==> config.mk <==
export PLATFORM = sky130hd
export DESIGN_NAME = uart_rx_ctrl_flat
export DESIGN_NICKNAME = d
export VERILOG_FILES = /design/src/rtl/uart_rx_ctrl_if.sv /design/src/rtl/uart_rx_ctrl.sv /design/src/flat_wrapper.sv
export SDC_FILE = /design/constraint.sdc
export NUM_CORES = 1
export LEC_CHECK = 0
export BUFFER_PORTS_ARGS = -buffer_cell sky130_fd_sc_hd__buf_4
export CORE_MARGIN = 2
export CORE_UTILIZATION = 50
export CTS_CLUSTER_SIZE = 24
export DETAILED_ROUTE_END_ITERATION = 10
export PLACE_DENSITY_LB_ADDON = 0.25
export RECOVER_POWER = 100
export SLEW_MARGIN = 10
export SYNTH_ARGS = -nofsm -noshare
export SYNTH_HDL_FRONTEND = slang
export SYNTH_SLANG_ARGS = --single-unit
==> constraint.sdc <==
create_clock -name clk_i -period 6.25 [get_ports clk_i]
set_input_delay 0.9375 -clock clk_i [delete_from_list [all_inputs] [get_ports clk_i]]
set_output_delay 0.9375 -clock clk_i [all_outputs]
set_load 0.02 [all_outputs]
==> src/rtl/uart_rx_ctrl_if.sv <==
// uart_rx_ctrl_if -- bundles the two byte streams of the UART receive
// controller.
//   rx side  : rx_data_i, rx_valid_i, rx_parity_err_i (from the UART receiver)
//   pop side : pop_ready_i (from the consumer), pop_valid_o, pop_data_o,
//              pop_perr_o (towards the consumer)
// slave  modport : the controller's view of the bundle.
// master modport : the view of whatever drives the receiver and consumer sides.
interface uart_rx_ctrl_if;
  logic [7:0] rx_data_i;
  logic       rx_valid_i;
  logic       rx_parity_err_i;
  logic       pop_ready_i;
  logic       pop_valid_o;
  logic [7:0] pop_data_o;
  logic       pop_perr_o;

  modport slave (
    input  rx_data_i, rx_valid_i, rx_parity_err_i, pop_ready_i,
    output pop_valid_o, pop_data_o, pop_perr_o
  );

  modport master (
    output rx_data_i, rx_valid_i, rx_parity_err_i, pop_ready_i,
    input  pop_valid_o, pop_data_o, pop_perr_o
  );
endinterface

==> src/rtl/uart_rx_ctrl.sv <==
// uart_rx_ctrl -- receive buffer for a UART receiver.
// Bytes arriving on the rx side are stored with their parity-error tag in a
// first-word fall-through FIFO. The controller keeps sticky overrun and parity
// status, runs an idle timer that flags a non-empty buffer left untouched, and
// raises a level interrupt.
// Ports:
//   clk_i, arst_ni  clock, asynchronous active-low reset
//   en_i            receive enable (gates pushes only)
//   flush_i         synchronous buffer clear
//   clr_status_i    clears overrun_o / perr_o
//   watermark_i     occupancy threshold for irq_o, 0 disables
//   rx              rx byte stream in, head-of-buffer stream out
//   count_o         occupancy
//   overrun_o, perr_o, timeout_o, irq_o  status / interrupt
module uart_rx_ctrl #(
  parameter int unsigned FifoDepth   = 8,
  parameter int unsigned IdleTimeout = 80,
  localparam int unsigned CntW       = $clog2(FifoDepth) + 1
) (
  input  logic                clk_i,
  input  logic                arst_ni,
  input  logic                en_i,
  input  logic                flush_i,
  input  logic                clr_status_i,
  input  logic [CntW-1:0]     watermark_i,
  uart_rx_ctrl_if.slave       rx,
  output logic [CntW-1:0]     count_o,
  output logic                overrun_o,
  output logic                perr_o,
  output logic                timeout_o,
  output logic                irq_o
);

  localparam int unsigned PtrW = $clog2(FifoDepth);
  localparam int unsigned TmrW = $clog2(IdleTimeout);
  localparam logic [CntW-1:0] FullCnt = CntW'(FifoDepth);
  localparam logic [TmrW-1:0] TmrLast = TmrW'(IdleTimeout - 1);

  typedef enum logic [1:0] {
    T_EMPTY   = 2'd0,
    T_COUNT   = 2'd1,
    T_EXPIRED = 2'd2
  } tstate_e;

  logic [8:0]      mem_q [FifoDepth];
  logic [8:0]      mem_d [FifoDepth];
  logic [PtrW-1:0] wr_ptr_q, wr_ptr_d;
  logic [PtrW-1:0] rd_ptr_q, rd_ptr_d;
  logic [CntW-1:0] count_q, count_d;
  logic            overrun_q, overrun_d;
  logic            perr_q, perr_d;
  tstate_e         tstate_q, tstate_d;
  logic [TmrW-1:0] idle_cnt_q, idle_cnt_d;

  logic full_s;
  logic rx_take_s;
  logic push_s;
  logic pop_s;
  logic drop_s;
  logic wm_hit_s;

  assign full_s    = (count_q == FullCnt);
  assign pop_s     = (count_q != '0) && rx.pop_ready_i && !flush_i;
  assign rx_take_s = rx.rx_valid_i && en_i && !flush_i;
  // A full buffer still accepts a byte when the head leaves in the same cycle.
  assign push_s    = rx_take_s && (!full_s || pop_s);
  assign drop_s    = rx_take_s && full_s && !pop_s;

  // Buffer storage, pointers and occupancy next-state.
  always_comb begin
    mem_d    = mem_q;
    wr_ptr_d = wr_ptr_q;
    rd_ptr_d = rd_ptr_q;
    count_d  = count_q;
    if (flush_i) begin
      wr_ptr_d = '0;
      rd_ptr_d = '0;
      count_d  = '0;
    end else begin
      if (push_s) begin
        mem_d[wr_ptr_q] = {rx.rx_parity_err_i, rx.rx_data_i};
        wr_ptr_d        = wr_ptr_q + PtrW'(1);
      end else begin
        wr_ptr_d = wr_ptr_q;
      end
      if (pop_s) begin
        rd_ptr_d = rd_ptr_q + PtrW'(1);
      end else begin
        rd_ptr_d = rd_ptr_q;
      end
      case ({push_s, pop_s})
        2'b10:   count_d = count_q + CntW'(1);
        2'b01:   count_d = count_q - CntW'(1);
        default: count_d = count_q;
      endcase
    end
  end

  // Sticky status next-state: a new event in the clearing cycle wins.
  always_comb begin
    overrun_d = overrun_q;
    perr_d    = perr_q;
    if (drop_s) begin
      overrun_d = 1'b1;
    end else if (clr_status_i) begin
      overrun_d = 1'b0;
    end else begin
      overrun_d = overrun_q;
    end
    if (push_s && rx.rx_parity_err_i) begin
      perr_d = 1'b1;
    end else if (clr_status_i) begin
      perr_d = 1'b0;
    end else begin
      perr_d = perr_q;
    end
  end

  // Idle-timeout FSM next-state; an empty buffer always forces T_EMPTY.
  always_comb begin
    tstate_d   = tstate_q;
    idle_cnt_d = idle_cnt_q;
    if (count_d == '0) begin
      tstate_d   = T_EMPTY;
      idle_cnt_d = '0;
    end else begin
      case (tstate_q)
        T_EMPTY: begin
          tstate_d   = T_COUNT;
          idle_cnt_d = '0;
        end
        T_COUNT: begin
          if (push_s || pop_s) begin
            idle_cnt_d = '0;
          end else if (idle_cnt_q == TmrLast) begin
            tstate_d   = T_EXPIRED;
            idle_cnt_d = '0;
          end else begin
            idle_cnt_d = idle_cnt_q + TmrW'(1);
          end
        end
        T_EXPIRED: begin
          if (push_s || pop_s) begin
            tstate_d   = T_COUNT;
            idle_cnt_d = '0;
          end else begin
            tstate_d = T_EXPIRED;
          end
        end
        default: begin
          tstate_d   = T_EMPTY;
          idle_cnt_d = '0;
        end
      endcase
    end
  end

  // State registers; reset empties the buffer and clears all status.
  always_ff @(posedge clk_i or negedge arst_ni) begin
    if (!arst_ni) begin
      mem_q      <= '{default: '0};
      wr_ptr_q   <= '0;
      rd_ptr_q   <= '0;
      count_q    <= '0;
      overrun_q  <= 1'b0;
      perr_q     <= 1'b0;
      tstate_q   <= T_EMPTY;
      idle_cnt_q <= '0;
    end else begin
      mem_q      <= mem_d;
      wr_ptr_q   <= wr_ptr_d;
      rd_ptr_q   <= rd_ptr_d;
      count_q    <= count_d;
      overrun_q  <= overrun_d;
      perr_q     <= perr_d;
      tstate_q   <= tstate_d;
      idle_cnt_q <= idle_cnt_d;
    end
  end

  assign wm_hit_s       = (watermark_i != '0) && (count_q >= watermark_i);

  assign rx.pop_valid_o = (count_q != '0);
  assign rx.pop_data_o  = mem_q[rd_ptr_q][7:0];
  assign rx.pop_perr_o  = mem_q[rd_ptr_q][8];
  assign count_o        = count_q;
  assign overrun_o      = overrun_q;
  assign perr_o         = perr_q;
  assign timeout_o      = (tstate_q == T_EXPIRED);
  assign irq_o          = wm_hit_s || overrun_q || perr_q || timeout_o;

endmodule

==> src/flat_wrapper.sv <==
// flat-port wrapper written by rule: the top's interface ports become plain ports
module uart_rx_ctrl_flat 
#(
  parameter int unsigned FifoDepth   = 8,
  parameter int unsigned IdleTimeout = 80,
  localparam int unsigned CntW       = $clog2(FifoDepth) + 1
)
  (clk_i, arst_ni, en_i, flush_i, clr_status_i, watermark_i, count_o, overrun_o, perr_o, timeout_o, irq_o, rx_rx_data_i, rx_rx_valid_i, rx_rx_parity_err_i, rx_pop_ready_i, rx_pop_valid_o, rx_pop_data_o, rx_pop_perr_o);
  uart_rx_ctrl_if rx_i ();
  input  logic clk_i;
  input  logic arst_ni;
  input  logic en_i;
  input  logic flush_i;
  input  logic clr_status_i;
  input  logic [CntW-1:0] watermark_i;
  output logic [CntW-1:0] count_o;
  output logic overrun_o;
  output logic perr_o;
  output logic timeout_o;
  output logic irq_o;
  input wire logic [$bits(rx_i.rx_data_i)-1:0] rx_rx_data_i;
  input wire logic [$bits(rx_i.rx_valid_i)-1:0] rx_rx_valid_i;
  input wire logic [$bits(rx_i.rx_parity_err_i)-1:0] rx_rx_parity_err_i;
  input wire logic [$bits(rx_i.pop_ready_i)-1:0] rx_pop_ready_i;
  output wire logic [$bits(rx_i.pop_valid_o)-1:0] rx_pop_valid_o;
  output wire logic [$bits(rx_i.pop_data_o)-1:0] rx_pop_data_o;
  output wire logic [$bits(rx_i.pop_perr_o)-1:0] rx_pop_perr_o;
  assign rx_i.rx_data_i = rx_rx_data_i;
  assign rx_i.rx_valid_i = rx_rx_valid_i;
  assign rx_i.rx_parity_err_i = rx_rx_parity_err_i;
  assign rx_i.pop_ready_i = rx_pop_ready_i;
  assign rx_pop_valid_o = rx_i.pop_valid_o;
  assign rx_pop_data_o = rx_i.pop_data_o;
  assign rx_pop_perr_o = rx_i.pop_perr_o;
  uart_rx_ctrl #(.FifoDepth(FifoDepth), .IdleTimeout(IdleTimeout)) u_core (.clk_i(clk_i), .arst_ni(arst_ni), .en_i(en_i), .flush_i(flush_i), .clr_status_i(clr_status_i), .watermark_i(watermark_i), .rx(rx_i), .count_o(count_o), .overrun_o(overrun_o), .perr_o(perr_o), .timeout_o(timeout_o), .irq_o(irq_o));
endmodule
# After elaboration in Yosys (flattened, before gate mapping)
# Index checks and enable logic that the tools add are counted.
[classes]
eq_ne = 9
order_cmp = 4
reduce_logical = 28
bitwise = 3
addsub = 5
n_mux = 25
[ops]
columns = ["cell", "count"]
rows = [
  ["72-bit bitwise mux", 1],
  ["7-bit 2-to-1 mux", 4],
  ["9-bit binary-select mux with 3-bit select", 1],
  ["9-bit demux with 3-bit select", 1],
  ["9-bit 2-to-1 mux", 3],
  ["7-bit case mux with 2 select lines", 1],
  ["3-bit 2-to-1 mux", 4],
  ["1-bit logical AND", 10],
  ["4-bit greater-or-equal comparator (second input constant)", 2],
  ["2-bit 2-to-1 mux", 4],
  ["3-bit NOT with 4-bit output", 2],
  ["4-bit case mux with 2 select lines", 1],
  ["2-bit nonzero test", 4],
  ["4-bit nonzero test", 2],
  ["7-bit by 1-bit adder with 7-bit output (second input constant)", 1],
  ["7-bit == test (second input constant)", 1],
  ["3-bit by 1-bit adder with 3-bit output (second input constant)", 2],
  ["2-bit case mux with 3 select lines", 1],
  ["1-bit logical OR", 5],
  ["4-bit by 1-bit adder with 4-bit output (second input constant)", 1],
  ["2-bit by 1-bit == test with 1-bit output (second input constant)", 2],
  ["2-bit == test (second input constant)", 2],
  ["4-bit == test (second input constant)", 1],
  ["4-bit greater-or-equal comparator", 1],
  ["12 further kinds", 17],
]
[word_totals]
register_bits = 93
output_inout_bits = 18

# Longest topological paths before layout
[logic_depth]
depth_word = 11
depth_mapped = 12
ltp_nobuf = 12

# Worst setup path before layout
# No wires, ideal clock.
[synth_path]
kind = "input-to-reg"
startpoint = "input flush_i"
endpoint = "register u_core.idle_cnt_q[3]"
arrival_ns = 3.157
n_path_buf = 0
stages = 11
setup_slack_ns = 2.949
path_cell_list = "nand2b_1 -> a31oi_4 -> inv_1 -> ha_1 -> xor2_1 -> ha_1 -> a21oi_1 -> mux2i_1 -> xor2_1 -> nor4b_4 -> nor4_1"
[synth_via]
elab_chain_cells = 9
[synth_lines]
columns = ["element", "line", "text"]
rows = [
  ["start, declared", "flat_wrapper.sv:13", "input logic flush_i;"],
  ["1-bit logical NOT", "uart_rx_ctrl.sv:63, uart_rx_ctrl.sv:64", ""],
  ["1-bit logical AND", "uart_rx_ctrl.sv:63", "assign pop_s = (count_q != '0) && rx.pop_ready_i && !flush_i;"],
  ["1-bit logical OR", "uart_rx_ctrl.sv:66", "assign push_s = rx_take_s && (!full_s || pop_s);"],
  ["1-bit logical AND", "uart_rx_ctrl.sv:66", ""],
  ["2-bit by 1-bit == test with 1-bit output / 2-bit == test (equally long branches)", "uart_rx_ctrl.sv:91", "case ({push_s, pop_s})"],
  ["4-bit case mux with 2 select lines", "uart_rx_ctrl.sv:91", ""],
  ["4-bit 2-to-1 mux", "uart_rx_ctrl.sv:75", "if (flush_i) begin"],
  ["4-bit logical NOT", "uart_rx_ctrl.sv:123", "if (count_d == '0) begin"],
  ["3-bit != test (no line) / 7-bit 2-to-1 mux (equally long branches)", "n/a", ""],
  ["end signal, assigned", "uart_rx_ctrl.sv:177", "idle_cnt_q <= idle_cnt_d;"],
  ["end, declared", "uart_rx_ctrl.sv:53", "logic [TmrW-1:0] idle_cnt_q, idle_cnt_d;"],
]
# Several ways; a longest one is shown, not always the timed one.
# A chain may end at the register's enable or synchronous reset.

# Worst setup path after layout
[layout_path]
startpoint = "input flush_i"
endpoint = "register u_core.idle_cnt_q[1]"
# The elaborated chain is that of the path after synthesis.

==> run summary <==
Post_cts resized: 0
Vias in the first global route: 2846
Post-synthesis register bit count: 93
Area growth syn-to-layout: 9.38%
Maximum buffer depth of the clock tree: 2
FF-to-FF setup slack: 2.57 ns
Row cnt: 34
Setup TNS Final: 0 ns
Share of cells above drive strength 1: 34.8%
Count leader, synth: dfrtp_1
Rel. slew slack: -34.3%
F_max: 244 MHz
Syn Inst Count: 323
# IOs: 38
Async S/R FF share, synth: 100%
Starting density of the core: 51.8%
Synth top area cells: dfrtp_1, mux2_2, mux4_2, ha_1, mux2_4
Grt ovf: 0
Core box area: 8810 um2
Syn_area_per_cell: 14.1 um2
Crit-path max cell delay: 0.61 ns
Net Count, Synth: 354
Worst Setup Start Kind: input pin
Critical path type: in2reg
Commonest cells post-synth: dfrtp_1, mux2_2, mux4_2
Post-Place Worst Slack: 2.35 ns
Worst path required time: 6.46 ns
Total power: 1.26 mW
Clock Latency Late Sink: 0.36 ns
Gpl congestion: 0.766
Hold_buf cts: 0
Worst-Margin Slew: 2.02 ns
Post-Syn Area: 4560 um2
Remaining antenna violation count: 0
Final cell count without fillers: 473
Worst Hold Class: reg2reg
# diodes: 0
CTS sink cnt: 93
DRC Markers: 0
Synth warn: 0
Critical Path, Cell by Cell: clkbuf_1, nand3b_1, a31oi_1, inv_1, ha_1, xor2_1, ha_1, a21oi_1, mux2i_1, xor2_1, nor4b_4, nor3_1
Yosys top cell area share: 51.0%
Sequential area share after synthesis: 51.0%
Tmin final: 4.09 ns
Die height: 99.5 um
CP max-delay cell: a31oi_1
CP Capture Type: register
Die Width: 99.5 um
Number of buffers created by CTS: 9
RSZ-0062 raised after global routing: false
Iter 0 DRT Violations: 130
Routed wire length: 8.83 mm
Leak pwr: 2.37 nW
CP arrival: 4.30 ns
Post-CTS Setup Inserts: 0
Setup WS post-layout: 2.16 ns
Final setup fails: 0
Port Buffers: 37
Number of flops mapped to enable cells by yosys: 0
Root buf cell: clkbuf_8
Final Instance Area: 4990 um2
CTS tree: yes
Distinct cell type count after synthesis: 41
Critical path's top delay family: simple AND/OR/NAND/NOR gates
Largest area contributor in the netlist: dfrtp_1
Die ar.: 9900 um2
Final hold vios: 0
Drt first pass iters: 4
Failing checks: capacitance limit, slew limit
Fillers: 760
Worst-path clk slew: 0.09 ns
Crit share post-route: 65.5%
All-Layer GR Usage: 19.3%
Peak supply drop: 106 uV
First-pass GRT wire length: 14.7 mm
Crit path max fanout: 15
Placed wire-length estimate: 5.56 mm
Final #Nets: 392
Via Count: 2736
H-tree Lvls: 3
Clock skew: 0.0128 ns
Outcome: finished, violations left
Post-Place Cell Area: 4930 um2
Largest net degree at the start of global routing: 84
PD cells: 252 nW/um2
Max Transition Viols Final: 84
Final core utilization: 56.7%
Ys flop type: dfrtp_1
Initial antenna violation count: 0
Hold_ws: 0.498 ns
Drt wl/cell: 18.7 um
Via density: 5.78
Max-cap violations: 1
Cells after DPL: 458
WP buf/inv: 2
-- worst register-to-register path, cell delays in order (launching register included) --
cell and delay [ns]:
dfrtp_1 0.51, nor3_1 0.16, a31oi_1 0.68, inv_1 0.24
ha_1 0.32, xor2_1 0.19, ha_1 0.19, a21oi_1 0.16
mux2i_1 0.26, xor2_1 0.21, nor4b_4 0.48, nor3_1 0.14
-- logic make-up (layout without fill, tap and decap cells) --
kind of cell | after synthesis | in the layout | synth area share (%)
AND/OR/NAND/NOR | 63 | 63 | 8.04
adder cells (fa/ha/maj) | 11 | 11 | 3.02
XOR/XNOR | 11 | 11 | 2.11
AO/OA/AOI/OAI | 21 | 21 | 3.24
multiplexers | 104 | 104 | 30.7
flip-flops | 93 | 93 | 51.0
buffers and inverters | 20 | 62 | 1.87
-- power breakdown --
part           leakage, nW  internal, mW  switching [mW]
Sequential            1.26         0.640          0.0231
Combinational         1.01        0.0918          0.0986
Clock               0.0959         0.186           0.217
Total                 2.37         0.918           0.339
-- sequential cells by signal, summed over array words and instances, names as in the netlist --
name,cells
u_core.overrun_o,1
u_core.tstate_q,2
u_core.mem_q,72
u_core.wr_ptr_q,3
u_core.count_o,4
u_core.idle_cnt_q,7
u_core.rd_ptr_q,3
u_core.perr_o,1
-- layout by cell type, fill, tap and decap left out, types with 2 or more instances in the layout --
cell type and count:
nand3b_1 2, inv_1 8, nand3_1 9, mux2_2 71
clkbuf_8 9, xor2_1 8, nor2_1 15, o21ai_0 5
clkinv_4 3, xnor2_1 3, mux2i_1 5, a21oi_1 6
ha_1 11, dfrtp_1 93, nand2_1 8, nor3_1 6
nand2b_1 4, buf_4 19, clkbuf_1 19, nor4_1 6
nor2b_1 5, a21o_1 2, mux2_1 10, a22oi_1 3
mux4_2 18
-- path summary, 6_finish.rpt --
path / cells past startpoint / end / from
setup reg to reg: 11 / u_core.idle_cnt_q[1] / u_core.count_o[0]
min in group asynchronous: 1 / u_core.tstate_q[0] / arst_ni
hold / removal: 1 / u_core.mem_q[51] / u_core.mem_q[51]
max in group asynchronous: 2 / u_core.mem_q[3] / arst_ni
hold reg to reg: 1 / u_core.mem_q[51] / u_core.mem_q[51]
setup / recovery: 12 / u_core.idle_cnt_q[1] / flush_i
-- cell type report --
| class | count | area (um2) | share of cell area [%] |
|---|---|---|---|
| clock buffer | 9 | 124 | 2.48 |
| timing repair buffer | 39 | 219 | 4.39 |
| tap | 108 | 135 | 2.71 |
| sequential | 93 | 2330 | 46.6 |
| clock inverter | 6 | 72.6 | 1.45 |
| inverter | 8 | 30.0 | 0.602 |
| multi-input combinational | 210 | 2080 | 41.7 |
-- routing by layer --
metal  GRT usage, %  share of wire (%)  vias to the layer above
li1               -                  -                     1262
met1           29.1                 51                     1413
met2           28.3                 45                       54
met3           4.50                4.0                        7
met4           5.48               0.88                        0
met5              0                  0                        -
Power figures use the tool's default switching activity.
